===== src/rtl/uart_char_feeder.sv =====
// uart_char_feeder: 8N1 receiver with byte FIFO that replays each byte
// as a stable char with a fixed-width en pulse followed by a low gap.
module uart_char_feeder #(
  parameter int CLK_FREQ   = 100000000,
  parameter int BAUD       = 9600,
  parameter int OVERSAMPLE = 16,
  parameter int FIFO_DEPTH = 8,
  parameter int EN_HOLD    = 4,
  parameter int EN_GAP     = 4
) (
  input  logic                          clk,
  input  logic                          reset,
  input  logic                          rx,
  output logic [7:0]                    char,
  output logic                          en,
  output logic                          frame_err,
  output logic                          overflow,
  output logic [$clog2(FIFO_DEPTH):0]   fifo_count
);

  localparam int DIV  = CLK_FREQ / (BAUD * OVERSAMPLE);
  localparam int DW   = (DIV > 1) ? $clog2(DIV) : 1;
  localparam int AW   = $clog2(FIFO_DEPTH);
  localparam int CW   = AW + 1;
  localparam int OMAX = (EN_HOLD > EN_GAP) ? EN_HOLD : EN_GAP;
  localparam int OW   = $clog2(OMAX + 1);

  typedef enum logic [1:0] {
    R_IDLE, R_START, R_DATA, R_STOP
  } rx_state_t;

  typedef enum logic [1:0] {
    O_IDLE, O_HIGH, O_LOW
  } out_state_t;

  logic          rx_m_q, rx_m_d;
  logic          rx_s_q, rx_s_d;
  logic [DW-1:0] div_q, div_d;
  logic          tick;

  rx_state_t     rs_q, rs_d;
  logic [3:0]    sc_q, sc_d;
  logic [2:0]    bi_q, bi_d;
  logic [7:0]    sh_q, sh_d;
  logic          ferr_q, ferr_d;
  logic          push;

  logic [7:0]    mem_q [FIFO_DEPTH];
  logic [7:0]    mem_d [FIFO_DEPTH];
  logic [AW-1:0] wr_q, wr_d;
  logic [AW-1:0] rd_q, rd_d;
  logic [CW-1:0] cnt_q, cnt_d;
  logic          ovf_q, ovf_d;
  logic          full, empty, do_push;

  out_state_t    os_q, os_d;
  logic [OW-1:0] oc_q, oc_d;
  logic [7:0]    char_q, char_d;
  logic          en_q, en_d;
  logic          pop;

  // Synchroniser and free-running oversample tick divider.
  always_comb begin
    rx_m_d = rx;
    rx_s_d = rx_m_q;
    tick   = (div_q == DW'(DIV - 1));
    div_d  = tick ? '0 : div_q + 1'b1;
  end

  // Receiver: start qualification, LSB-first data, stop check.
  always_comb begin
    rs_d   = rs_q;
    sc_d   = sc_q;
    bi_d   = bi_q;
    sh_d   = sh_q;
    ferr_d = 1'b0;
    push   = 1'b0;
    unique case (rs_q)
      R_IDLE: begin
        if (tick && !rx_s_q) begin
          sc_d = '0;
          rs_d = R_START;
        end
      end
      R_START: begin
        if (tick) begin
          if (sc_q == 4'd7) begin
            if (!rx_s_q) begin
              rs_d = R_DATA;
              sc_d = '0;
              bi_d = '0;
            end else begin
              rs_d = R_IDLE;
            end
          end else begin
            sc_d = sc_q + 4'd1;
          end
        end
      end
      R_DATA: begin
        if (tick) begin
          if (sc_q == 4'd15) begin
            sc_d = '0;
            sh_d = {rx_s_q, sh_q[7:1]};
            if (bi_q == 3'd7) rs_d = R_STOP;
            else              bi_d = bi_q + 3'd1;
          end else begin
            sc_d = sc_q + 4'd1;
          end
        end
      end
      R_STOP: begin
        if (tick) begin
          if (sc_q == 4'd15) begin
            if (rx_s_q) push   = 1'b1;
            else        ferr_d = 1'b1;
            rs_d = R_IDLE;
          end else begin
            sc_d = sc_q + 4'd1;
          end
        end
      end
      default: rs_d = R_IDLE;
    endcase
  end

  // Output pulse shaper: pop, hold en high, then enforce the low gap.
  always_comb begin
    os_d   = os_q;
    oc_d   = oc_q;
    char_d = char_q;
    en_d   = en_q;
    pop    = 1'b0;
    unique case (os_q)
      O_IDLE: begin
        if (!empty) begin
          pop    = 1'b1;
          char_d = mem_q[rd_q];
          en_d   = 1'b1;
          oc_d   = '0;
          os_d   = O_HIGH;
        end
      end
      O_HIGH: begin
        if (oc_q == OW'(EN_HOLD - 1)) begin
          en_d = 1'b0;
          oc_d = '0;
          os_d = O_LOW;
        end else begin
          oc_d = oc_q + 1'b1;
        end
      end
      O_LOW: begin
        if (oc_q == OW'(EN_GAP - 1)) os_d = O_IDLE;
        else                         oc_d = oc_q + 1'b1;
      end
      default: os_d = O_IDLE;
    endcase
  end

  // FIFO: a full FIFO still accepts a push when the head leaves that cycle.
  always_comb begin
    full    = (cnt_q == CW'(FIFO_DEPTH));
    empty   = (cnt_q == '0);
    do_push = push && (!full || pop);
    mem_d   = mem_q;
    wr_d    = wr_q;
    rd_d    = rd_q;
    cnt_d   = cnt_q;
    ovf_d   = ovf_q;
    if (do_push) begin
      mem_d[wr_q] = sh_q;
      wr_d        = wr_q + 1'b1;
    end
    if (pop) rd_d = rd_q + 1'b1;
    if (do_push && !pop)      cnt_d = cnt_q + 1'b1;
    else if (!do_push && pop) cnt_d = cnt_q - 1'b1;
    if (push && !do_push) ovf_d = 1'b1;
  end

  // State registers; synchroniser flops reset to the idle-high line level.
  always_ff @(posedge clk or posedge reset) begin
    if (reset) begin
      rx_m_q <= 1'b1;
      rx_s_q <= 1'b1;
      div_q  <= '0;
      rs_q   <= R_IDLE;
      sc_q   <= '0;
      bi_q   <= '0;
      sh_q   <= '0;
      ferr_q <= 1'b0;
      for (int i = 0; i < FIFO_DEPTH; i++) mem_q[i] <= '0;
      wr_q   <= '0;
      rd_q   <= '0;
      cnt_q  <= '0;
      ovf_q  <= 1'b0;
      os_q   <= O_IDLE;
      oc_q   <= '0;
      char_q <= '0;
      en_q   <= 1'b0;
    end else begin
      rx_m_q <= rx_m_d;
      rx_s_q <= rx_s_d;
      div_q  <= div_d;
      rs_q   <= rs_d;
      sc_q   <= sc_d;
      bi_q   <= bi_d;
      sh_q   <= sh_d;
      ferr_q <= ferr_d;
      mem_q  <= mem_d;
      wr_q   <= wr_d;
      rd_q   <= rd_d;
      cnt_q  <= cnt_d;
      ovf_q  <= ovf_d;
      os_q   <= os_d;
      oc_q   <= oc_d;
      char_q <= char_d;
      en_q   <= en_d;
    end
  end

  assign char       = char_q;
  assign en         = en_q;
  assign frame_err  = ferr_q;
  assign overflow   = ovf_q;
  assign fifo_count = cnt_q;

endmodule


===== config.mk =====
export PLATFORM = sky130hd
export DESIGN_NAME = uart_char_feeder
export DESIGN_NICKNAME = d
export VERILOG_FILES = /design/src/rtl/uart_char_feeder.sv
export SDC_FILE = /design/constraint.sdc
export NUM_CORES = 1
export LEC_CHECK = 0
export CAP_MARGIN = 10
export CORE_ASPECT_RATIO = 0.9
export CORE_MARGIN = 3
export CORE_UTILIZATION = 35
export CTS_CLUSTER_SIZE = 25
export DETAILED_ROUTE_END_ITERATION = 16
export MAX_ROUTING_LAYER = met4
export PLACE_DENSITY = 0.6
export SETUP_SLACK_MARGIN = 0.2
export SYNTH_ARGS = -nofsm -noshare
export SYNTH_HDL_FRONTEND = slang
export SYNTH_SLANG_ARGS = --single-unit

===== constraint.sdc =====
create_clock -name clk -period 5.7 [get_ports clk]
set_clock_uncertainty 0.2 [all_clocks]
set_input_delay 1.71 -clock clk [delete_from_list [all_inputs] [get_ports clk]]
set_output_delay 1.71 -clock clk [all_outputs]
set_load 0.005 [all_outputs]

==> results by group, run 1 <==
Clock tree
  – Max H-tree Level: 4
  – TritonCTS Sinks: 119
  – Root Driver: clkbuf_16
  – CTS tree: built
  – TritonCTS buffer count: 17
  – Clock Tree Buf Depth: 2
  – Setup bufs post-CTS: 0
  – Post_cts resized: 0
  – Worst-skew pair later-pin latency: 0.41 ns
  – Clock slew at reported path FFs: 0.05 ns
  – Hold buffer count at CTS: 0

STA
  – Finish-stage setup viols: 0
  – Fin crit period: 3.87 ns
  – Setup TNS: 0 ns
  – Final Hold Violating Endpoints: 0
  – Slew Viols, Final: 0
  – Worst slew pin tran: slightly below 1 ns
  – Achievable Freq: 258 MHz
  – Final hold slack: roughly 0.15 ns
  – Fin crit share: about two thirds
  – Max_slew headroom: between 30 and 40%
  – RSZ-0062 raised after global routing: no

Die
  – Die Y: 129 µm
  – Row Count: 44
  – Initial Utilization: 36.1%
  – Die area: 18400 µm²
  – Core area: 16300 µm²
  – Die W: 143 µm
  – I/O pins: 18

Drt
  – Vias per cell: approximately 5.2
  – WL per Instance: 16.6 µm
  – Pre-antenna DRT Iters: 4
  – Number of routed nets with antenna violations: 0
  – Wirelength, routed: 11.1 mm
  – Vias: 3516
  – DRC Markers: 0
  – Initial DRC Count: 231

Worst setup path
  – CP max stage cell: or3_2
  – Worst-path fanout max: 8
  – Critical path launch point type: flip-flop
  – Kind of critical path: flip-flop to flip-flop
  – Crit path DAT: a little under 4 ns
  – Biggest cell delay along the critical path: 0.62 ns
  – Critical Path Sink Type: flip-flop
  – CP dominant cell by count: ha_1
  – WP data required: 5.79 ns
  – Cell Chain, Critical Path: inv_1 -> ha_1 -> nand3b_1 -> or3_2 -> nor2_1 -> and3_1 -> ha_1 -> inv_1 -> ha_1 -> a21o_1 -> a2111oi_0 -> a31oi_1 -> a221o_1

Power and ir drop
  – Logic pwr share: 1.1%
  – Clock share of power: 54.7%
  – P_int: between 0.0015 and 0.002 W
  – PwrDens: 283 nW/µm²
  – Sw Pwr: 0.000377 W
  – Sw frac: about a fifth
  – Register share of total power: 44.2%
  – Worst VDD drop: 165 µV
  – Static Leak: 3.09 nW

Synth
  – Avg Cell Area, Syn: approximately 13 µm²
  – Main synth FF type: dfrtp_1
  – Post-synthesis sequential area ratio: 50.6%
  – Post-synth EDFFs: 0
  – Mapped Cells: about 440
  – Register bit total from synthesis: 119
  – Async set or reset register ratio after synthesis: 100%
  – YS warnings: 0
  – Netlist cell types: 57
  – Cell Area, Synth: a little under 6000 µm²
  – Post-Syn Nets: 463

Global route
  – GR Overflow Total: 0
  – Total global-route track usage: between 10% and 20%
  – First-pass GRT wire length: 18.6 mm
  – Initial antenna violation count: 0
  – Vias in the first global route: about 3500
  – Largest net degree at the start of global routing: 78

Job
  – Max_cap viols: 0

Final layout
  – Diodes inserted: 0
  – Synthesis-to-finish area growth: 15.3%
  – Non-Filler Instances: 670
  – Fin area: 6790 µm²
  – Share of layout cells above drive strength 1: approximately a third
  – Final nets: 473

Placed design
  – Post-detail-place hpwl: 7.23 mm
  – Placed cells: 639
  – RD Place Congestion: 0.790
  – Port Buffers: 17
  – Area after DPL: approximately 6200 µm²

Worst hold path
  – Hold/Removal Path Class: flip-flop to flip-flop

Run status
  – Status: finished, final reports clean
==> through the flow <==
stage | worst slack, ns | total power [W] | utilization [%]
2_1_floorplan | 0.636 | 0.000877 | -
4_1_cts | 1.86 | 0.00195 | 41.7
6_report | 1.83 | 0.00192 | 41.7
3_5_place_dp | 1.87 | 0.000886 | 38.1
5_1_grt | 1.53 | 0.00199 | 41.7
3_3_place_gp | 1.98 | 0.000885 | 38.1
==> synthesized netlist by cell type (all sizes together) (5+ instances only) <==
library cell	instances	share of area [%]
a21oi	10	0.85
a31oi	6	0.64
buf	14	1.5
clkbuf	17	1.1
dfrtp	117	50
ha	18	3.8
inv	11	0.70
mux2	76	16
mux2i	11	1.9
mux4	16	6.1
nand2	20	1.3
nand3	7	0.60
nand3b	6	0.77
nor2	15	0.96
nor4	7	1.8
o21ai	12	1.0
or4	5	0.79
xnor2	10	1.5
==> power groups by stage <==
stage	sequential, W	combinational (W)	clock (W)
floorplan	0.000862	0.0000152	0
global placement	0.000863	0.0000217	0
detailed placement	0.000863	0.0000225	0
CTS	0.000849	0.0000225	0.00108
global route	0.000848	0.0000249	0.00111
finish	0.000849	0.0000211	0.00105
==> final cells by class <==
type                    count  area [µm²]
fillers                  1484        9510
clock inverters             9         126
multi-input cells         280        2720
well taps                 207         259
repair buffers             22         208
flip-flops and latches    119        2980
clock buffers              22         454
inverters                  11        43.8
==> cell usage in the layout, fill, tap and decap left out, drive strengths merged, types with 3 or more instances in the layout <==
master | synthesis | final
nand2 | 20 | 20
clkdlybuf4s50 | 0 | 17
nand3b | 6 | 6
ha | 18 | 18
mux2 | 76 | 76
clkbuf | 17 | 22
a21oi | 10 | 10
and3 | 4 | 4
nand4 | 4 | 4
nor4 | 7 | 7
mux2i | 11 | 11
a31oi | 6 | 6
xor2 | 4 | 4
o21ai | 12 | 12
clkinv | 0 | 5
or4b | 4 | 4
nand4b | 3 | 3
dfrtp | 117 | 117
mux4 | 16 | 16
xnor2 | 10 | 10
buf | 14 | 5
o31ai | 3 | 3
or4 | 5 | 5
nor2 | 15 | 15
nand2b | 3 | 3
bufinv | 0 | 3
inv | 11 | 11
nand3 | 7 | 7
nor3 | 4 | 4
==> critical path: cells and delay by family, from the launching register on <==
family          cells  cell delay (ns)
simple gates        4             1.22
buf+inv             2             0.19
compound gates      4             1.07
flops               1             0.42
fa+ha+maj           3             0.66
==> path summary, 6_finish.rpt <==
| path | start | end | slack [ns] | cells past startpoint |
|---|---|---|---|---|
| setup / recovery | div_q[0]$_DFF_PP0_ | fifo_count[3]$_DFFE_PP0P_ | 1.83 | 13 |
| hold / removal | rx_m_q$_DFF_PP1_ | rx_s_q$_DFF_PP1_ | 0.15 | 0 |
| setup reg to reg | div_q[0]$_DFF_PP0_ | fifo_count[3]$_DFFE_PP0P_ | 1.83 | 13 |
| hold reg to reg | rx_m_q$_DFF_PP1_ | rx_s_q$_DFF_PP1_ | 0.15 | 0 |
| max in group asynchronous | reset | mem_q[24]$_DFFE_PP0P_ | 2.70 | 3 |
| min in group asynchronous | reset | sc_q[0]$_DFFE_PP0P_ | 1.64 | 2 |
==> sequential cells by signal (all words and copies together) (netlist names), named ones only <==
name	count
mem_q	64
div_q	10
char	8
sh_q	8
fifo_count	4
sc_q	4
bi_q	3
oc_q	3
rd_q	3
wr_q	3
os_q	2
en	1
frame_err	1
overflow	1
rs_q	1
rx_m_q	1
rx_s_q	1
==> metal layers <==
layer | wire length (µm) | GRT usage [%] | share of wire (%) | vias up
met2 | 4990 | 18.9 | 45 | 46
met1 | 5700 | 18.5 | 51 | 1820
met4 | 161 | 5.03 | 1.5 | 0
li1 | - | - | - | 1635
met5 | 0 | - | 0 | -
met3 | 253 | 2.88 | 2.3 | 15
==> kinds of logic (layout without fill, tap and decap cells) <==
group                    Yosys count  count (layout)  synth area share [%]
buffers and inverters             42              64                  3.32
AND/OR/NAND/NOR                   95              95                  10.8
adder cells (fa/ha/maj)           19              19                  4.17
AO/OA/AOI/OAI                     49              49                  5.46
flip-flops                       119             119                  50.6
XOR/XNOR                          14              14                  2.08
multiplexers                     103             103                  23.6
No activity file was read; power rests on OpenSTA's default activity.
==> run 2: changes to the inputs <==
clock period = 4 ns   (was 5.7 ns; I/O delays follow)
==> run 2 against run 1 <==
First-iteration DRC count increased by 0.87%. Largest power group unchanged. Sequential share of layout area decreased by 0.55 points. Sequential cell count unchanged. Critical path depth decreased by 2. Via count increased by 0.31%. Largest cell class unchanged. Power increased by 45%. Setup slack got worse by 1.4 ns. Clock-buffer cell count increased by 1.
==> results by group, run 2 (same netlist as run 1, synthesis figures left out) <==
Worst setup path
  – Reg2reg end: fifo_count[3]$_DFFE_PP0P_
  – Critical Path Sink Type: flip-flop
  – Crit path DAT: 3.70 ns
  – Worst-path fanout max: 5
  – R2r startpoint: div_q[5]$_DFF_PP0_
  – CP Launch Point: div_q[5]$_DFF_PP0_
  – WP data required: 4.08 ns
  – Flop-to-flop setup slack: 0.39 ns
  – Critical path launch point type: flip-flop
  – Kind of critical path: flip-flop to flip-flop
  – Reg2reg path depth: 11

Global route
  – Total global-route track usage: 13.5%
  – First-pass GRT wire length: roughly 19 mm
  – Vias in the first global route: approximately 3700
  – GR Overflow Total: 0
  – Largest net degree at the start of global routing: 78
  – Initial antenna violation count: 0

Worst hold path
  – Min-delay src: rx_m_q$_DFF_PP1_
  – Hold Path End: rx_s_q$_DFF_PP1_
  – Worst Hold Depth: 0
  – Hold/Removal Path Class: flip-flop to flip-flop

Clock tree
  – Max H-tree Level: 4
  – CTS tree: built
  – Worst-skew pair later-pin latency: 0.41 ns
  – Clock slew at reported path FFs: roughly 0.050 ns
  – Setup bufs post-CTS: 0
  – Hold buffer count at CTS: 0
  – TritonCTS buffer count: 17
  – Clock Tree Buf Depth: 2
  – Post_cts resized: 0
  – TritonCTS Sinks: around 120
  – Root Driver: clkbuf_16

Final layout
  – Most common cell after layout, fill and taps aside: dfrtp_1
  – Share of layout cells above drive strength 1: between 30% and 40%
  – Register area: 2980 µm²
  – Max FFs per register: 64
  – Biggest register: mem_q
  – Regs by FF count: mem_q (64), div_q (10)
  – Area of the multi-input gates: ~2700 µm²
  – Diodes inserted: 0
  – Synthesis-to-finish area growth: 16.8%
  – Commonest cells after routing, fill and taps aside: dfrtp_1, mux2_2, nand2_1
  – Final nets: about 480
  – Fillers: between 1000 and 1500

Power and ir drop
  – P_int: 0.00222 W
  – Sw Pwr: roughly 0.00056 W
  – Logic pwr share: around 1.2%
  – Register share of total power: 43.5%
  – Sw frac: 20.3%
  – Worst VDD drop: roughly 260 µV
  – PwrDens: 404 nW/µm²
  – Static Leak: 3.11 nW
  – Clock share of power: 55.3%
  – Total Power: 0.00278 W

Drt
  – Vias: 3527
  – WL per Instance: 16.7 µm
  – Vias per cell: 5.24
  – Wirelength, routed: 11.2 mm
  – Pre-antenna DRT Iters: 4
  – DRC Markers: 0
  – Number of routed nets with antenna violations: 0
  – Initial DRC Count: between 200 and 250

STA
  – RSZ-0062 raised after global routing: no
  – Final Hold Violating Endpoints: 0
  – Finish-stage setup viols: 0
  – Setup TNS: 0 ns
  – Fin crit share: around 90%
  – Worst slew pin tran: approximately 1 ns
  – Fin crit period: 3.61 ns
  – Final WS setup: 0.387 ns
  – Achievable Freq: 277 MHz
  – Max_slew headroom: a little over a third
  – Final hold slack: approximately 0.16 ns
  – Slew Viols, Final: 0

Placed design
  – Post-detail-place hpwl: 7.38 mm
  – RD Place Congestion: 0.824
  – Post-Place Setup Slack: 0.290 ns
  – Port Buffers: 17

Die
  – Row Count: 44
  – Core area: 16300 µm²
  – I/O pins: 18
  – Die Y: 129 µm
  – Initial Utilization: about 36%
  – Die W: between 100 and 150 µm
  – Die area: ~18000 µm²

Job
  – Max_cap viols: 0

Run status
  – Status: finished, final reports clean
## run 2: worst max-delay path by stage
| stage | slack [ns] | endpoint |
|---|---|---|
| 2_1_floorplan | 0.40 | fifo_count[3]$_DFFE_PP0P_ |
| 3_3_place_gp | 0.41 | fifo_count[3]$_DFFE_PP0P_ |
| 3_5_place_dp | 0.29 | fifo_count[3]$_DFFE_PP0P_ |
| 4_1_cts | 0.27 | fifo_count[3]$_DFFE_PP0P_ |
| 5_1_grt | 0.18 | fifo_count[3]$_DFFE_PP0P_ |
| 6_report | 0.39 | fifo_count[3]$_DFFE_PP0P_ |
## run 2: layout make-up
type / count / share of cell area, %
multi-input combinational: 280 / 39.7
clock inverter: 9 / 1.69
tap: 207 / 3.77
timing repair buffer: 24 / 3.60
sequential: 119 / 43.3
clock buffer: 23 / 7.24
inverter: 11 / 0.655
## run 2: metal layers
layer | GRT usage, % | vias up | part of all wire, %
met2 | 20.9 | 50 | 48
met3 | 2.77 | 11 | 2.6
met1 | 17.8 | 1816 | 49
met4 | 4.81 | 0 | 1.1
li1 | - | 1650 | -
met5 | - | - | 0
## run 2: power by group through the flow
| stage | clock network [W] | registers, W | logic [W] |
|---|---|---|---|
| floorplan | 0 | 0.00123 | 0.0000219 |
| global placement | 0 | 0.00123 | 0.0000345 |
| detailed placement | 0 | 0.00123 | 0.0000357 |
| CTS | 0.00158 | 0.00121 | 0.0000359 |
| global route | 0.00163 | 0.00121 | 0.0000393 |
| finish | 0.00154 | 0.00121 | 0.0000337 |
## run 2: stage by stage
step | std cells | util [%] | area, µm²
floorplan | 441 | - | 5890
global placement | 641 | 38.4 | 6250
detailed placement | 641 | 38.4 | 6250
CTS | 673 | 42.1 | 6860
global route | 673 | 42.2 | 6880
finish | 673 | 42.2 | 6880
## run 2: critical path, cell delays in order, from the launching register on
cell and delay [ns]:
dfrtp_1 0.40, or4b_4 0.57, or3_2 0.50, nor2_2 0.12, and3_1 0.17, ha_2 0.20, inv_2 0.07, ha_1 0.27
a21o_1 0.21, a2111oi_2 0.37, a31oi_1 0.08, a221o_1 0.33
==> run 3: changes to the inputs <==
GPL_TIMING_DRIVEN = 0   (was not set)
==> run 3 against run 2 <==
Hold slack lost 0.0034 ns. First-iteration DRC count shrank 33%. Sequential cell count is the same. Final area grew 2.3%. Highest routed layer unchanged. Clock power shrank 3%. Non-clock buffer count grew 31.
==> results by group, run 3 (same netlist as run 1, synthesis figures left out) <==
Run status
  – Status: finished, final reports clean

STA
  – RSZ-0062 raised after global routing: no
  – Final hold slack: 0.154 ns
  – Worst slew pin tran: 0.917 ns
  – Fin crit share: 91.8%
  – Max_slew headroom: 38.7%
  – Achievable Freq: 272 MHz
  – Fin crit period: roughly 3.7 ns
  – Finish-stage setup viols: 0
  – Final Hold Violating Endpoints: 0
  – Slew Viols, Final: 0

Drt
  – WL per Instance: 16.3 µm
  – Wirelength, routed: 11.5 mm
  – Initial DRC Count: roughly 160
  – Vias: 3706
  – Vias per cell: 5.27
  – Pre-antenna DRT Iters: 4
  – Number of routed nets with antenna violations: 0
  – DRC Markers: 0

Final layout
  – Biggest register: mem_q
  – Most common cell after layout, fill and taps aside: dfrtp_1
  – Diodes inserted: 0
  – Max FFs per register: 64
  – Regs by FF count: mem_q (64), div_q (10)
  – Synthesis-to-finish area growth: 19.5%
  – Fillers: 1469
  – Final Util: 43.2%
  – Share of layout cells above drive strength 1: between 30% and 40%
  – Commonest cells after routing, fill and taps aside: dfrtp_1, mux2_2, nand2_1
  – Final nets: between 500 and 600

Worst setup path
  – WP data required: between 4 and 5 ns
  – Critical path launch point type: flip-flop
  – Biggest cell delay along the critical path: around 0.57 ns
  – Kind of critical path: flip-flop to flip-flop
  – Cell Chain, Critical Path: or4b_4 -> or3_2 -> buf_6 -> nor2_4 -> and3_4 -> ha_4 -> inv_2 -> ha_1 -> a21o_1 -> a2111oi_4 -> a31oi_1 -> a221o_1
  – Critical Path Sink Type: flip-flop
  – Crit path DAT: 3.76 ns
  – Worst-path fanout max: 8
  – CP max stage cell: or4b_4

Clock tree
  – Clock slew at reported path FFs: 0.05 ns
  – Root Driver: clkbuf_16
  – TritonCTS buffer count: 17
  – CTS tree: built
  – TritonCTS Sinks: 119
  – Worst-skew pair later-pin latency: approximately 0.42 ns
  – Clock Tree Buf Depth: 2
  – Max H-tree Level: 4

Die
  – Die W: around 140 µm
  – Initial Utilization: 36.1%
  – Die Y: 129 µm
  – Die area: 18400 µm²
  – I/O pins: 18
  – Core area: between 15000 and 20000 µm²
  – Row Count: 44

Global route
  – Vias in the first global route: 3784
  – Total global-route track usage: 14.0%
  – GR Overflow Total: 0
  – Largest net degree at the start of global routing: between 40 and 50
  – First-pass GRT wire length: around 20 mm
  – Initial antenna violation count: 0

Placed design
  – RD Place Congestion: 0.813
  – Port Buffers: 17
  – Post-detail-place hpwl: 7.66 mm

Job
  – Max_cap viols: 0

Power and ir drop
  – PwrDens: ~390 nW/µm²
  – Worst VDD drop: approximately 170 µV
  – Static Leak: 3.18 nW
  – Total Power: about 0.0027 W

Worst hold path
  – Hold/Removal Path Class: flip-flop to flip-flop
[run 3: cell type report]
type | instances | area [µm²] | share of cell area, %
multi-input cells | 280 | 2750 | 39.2
inverters | 11 | 45.0 | 0.640
well taps | 207 | 259 | 3.68
plain buffers | 31 | 163 | 2.31
clock inverters | 8 | 96.3 | 1.37
repair buffers | 24 | 248 | 3.52
clock buffers | 23 | 488 | 6.94
flip-flops and latches | 119 | 2980 | 42.4
[run 3: final timing paths]
path / startpoint / depth (start not counted) / endpoint / slack (ns)
worst max register to register: div_q[5]$_DFF_PP0_ / 12 / fifo_count[3]$_DFFE_PP0P_ / 0.33
worst min-delay path: rx_m_q$_DFF_PP1_ / 0 / rx_s_q$_DFF_PP1_ / 0.15
max in group asynchronous: reset / 4 / fifo_count[1]$_DFFE_PP0P_ / 1.52
min in group asynchronous: reset / 2 / char[4]$_DFFE_PP0P_ / 1.13
worst max-delay path: div_q[5]$_DFF_PP0_ / 12 / fifo_count[3]$_DFFE_PP0P_ / 0.33
worst min register to register: rx_m_q$_DFF_PP1_ / 0 / rx_s_q$_DFF_PP1_ / 0.15
[run 3: worst max-delay path, delay by kind of cell, from the launching register on]
kind	cells	cell delay (ns)
compound gates	4	0.96
fa+ha+maj	2	0.44
flops	1	0.40
simple gates	4	1.32
buf+inv	2	0.22
[run 3: layer usage]
layer	global-route usage, %	part of all wire [%]
met1	19.1	49
met5	-	0
met2	20.8	47
met4	5.70	1.6
met3	2.77	2.6
[run 3: through the flow]
step                      setup slack [ns]  instance area, µm²  setup TNS (ns)  cells
after floorplan                      0.400                5890               0    441
after detailed placement         -0.000804                6360       -0.000804    667
after global routing                 0.205                7030               0    703
after global placement              0.0562                6320               0    665
final                                0.329                7030               0    703
after CTS                            0.202                6960               0    699
[run 3: where the power goes]
part           internal, W  total (W)  switching, W
clock             0.000974    0.00150      0.000523
sequential         0.00121    0.00121    0.00000100
combinational   0.00000777  0.0000352     0.0000274
[run 3: what timing repair did]
item                       CTS  global route
hold buffers                 0             0
setup buffers                1             4
resized for setup            5            10
setup endpoints to repair    1             1
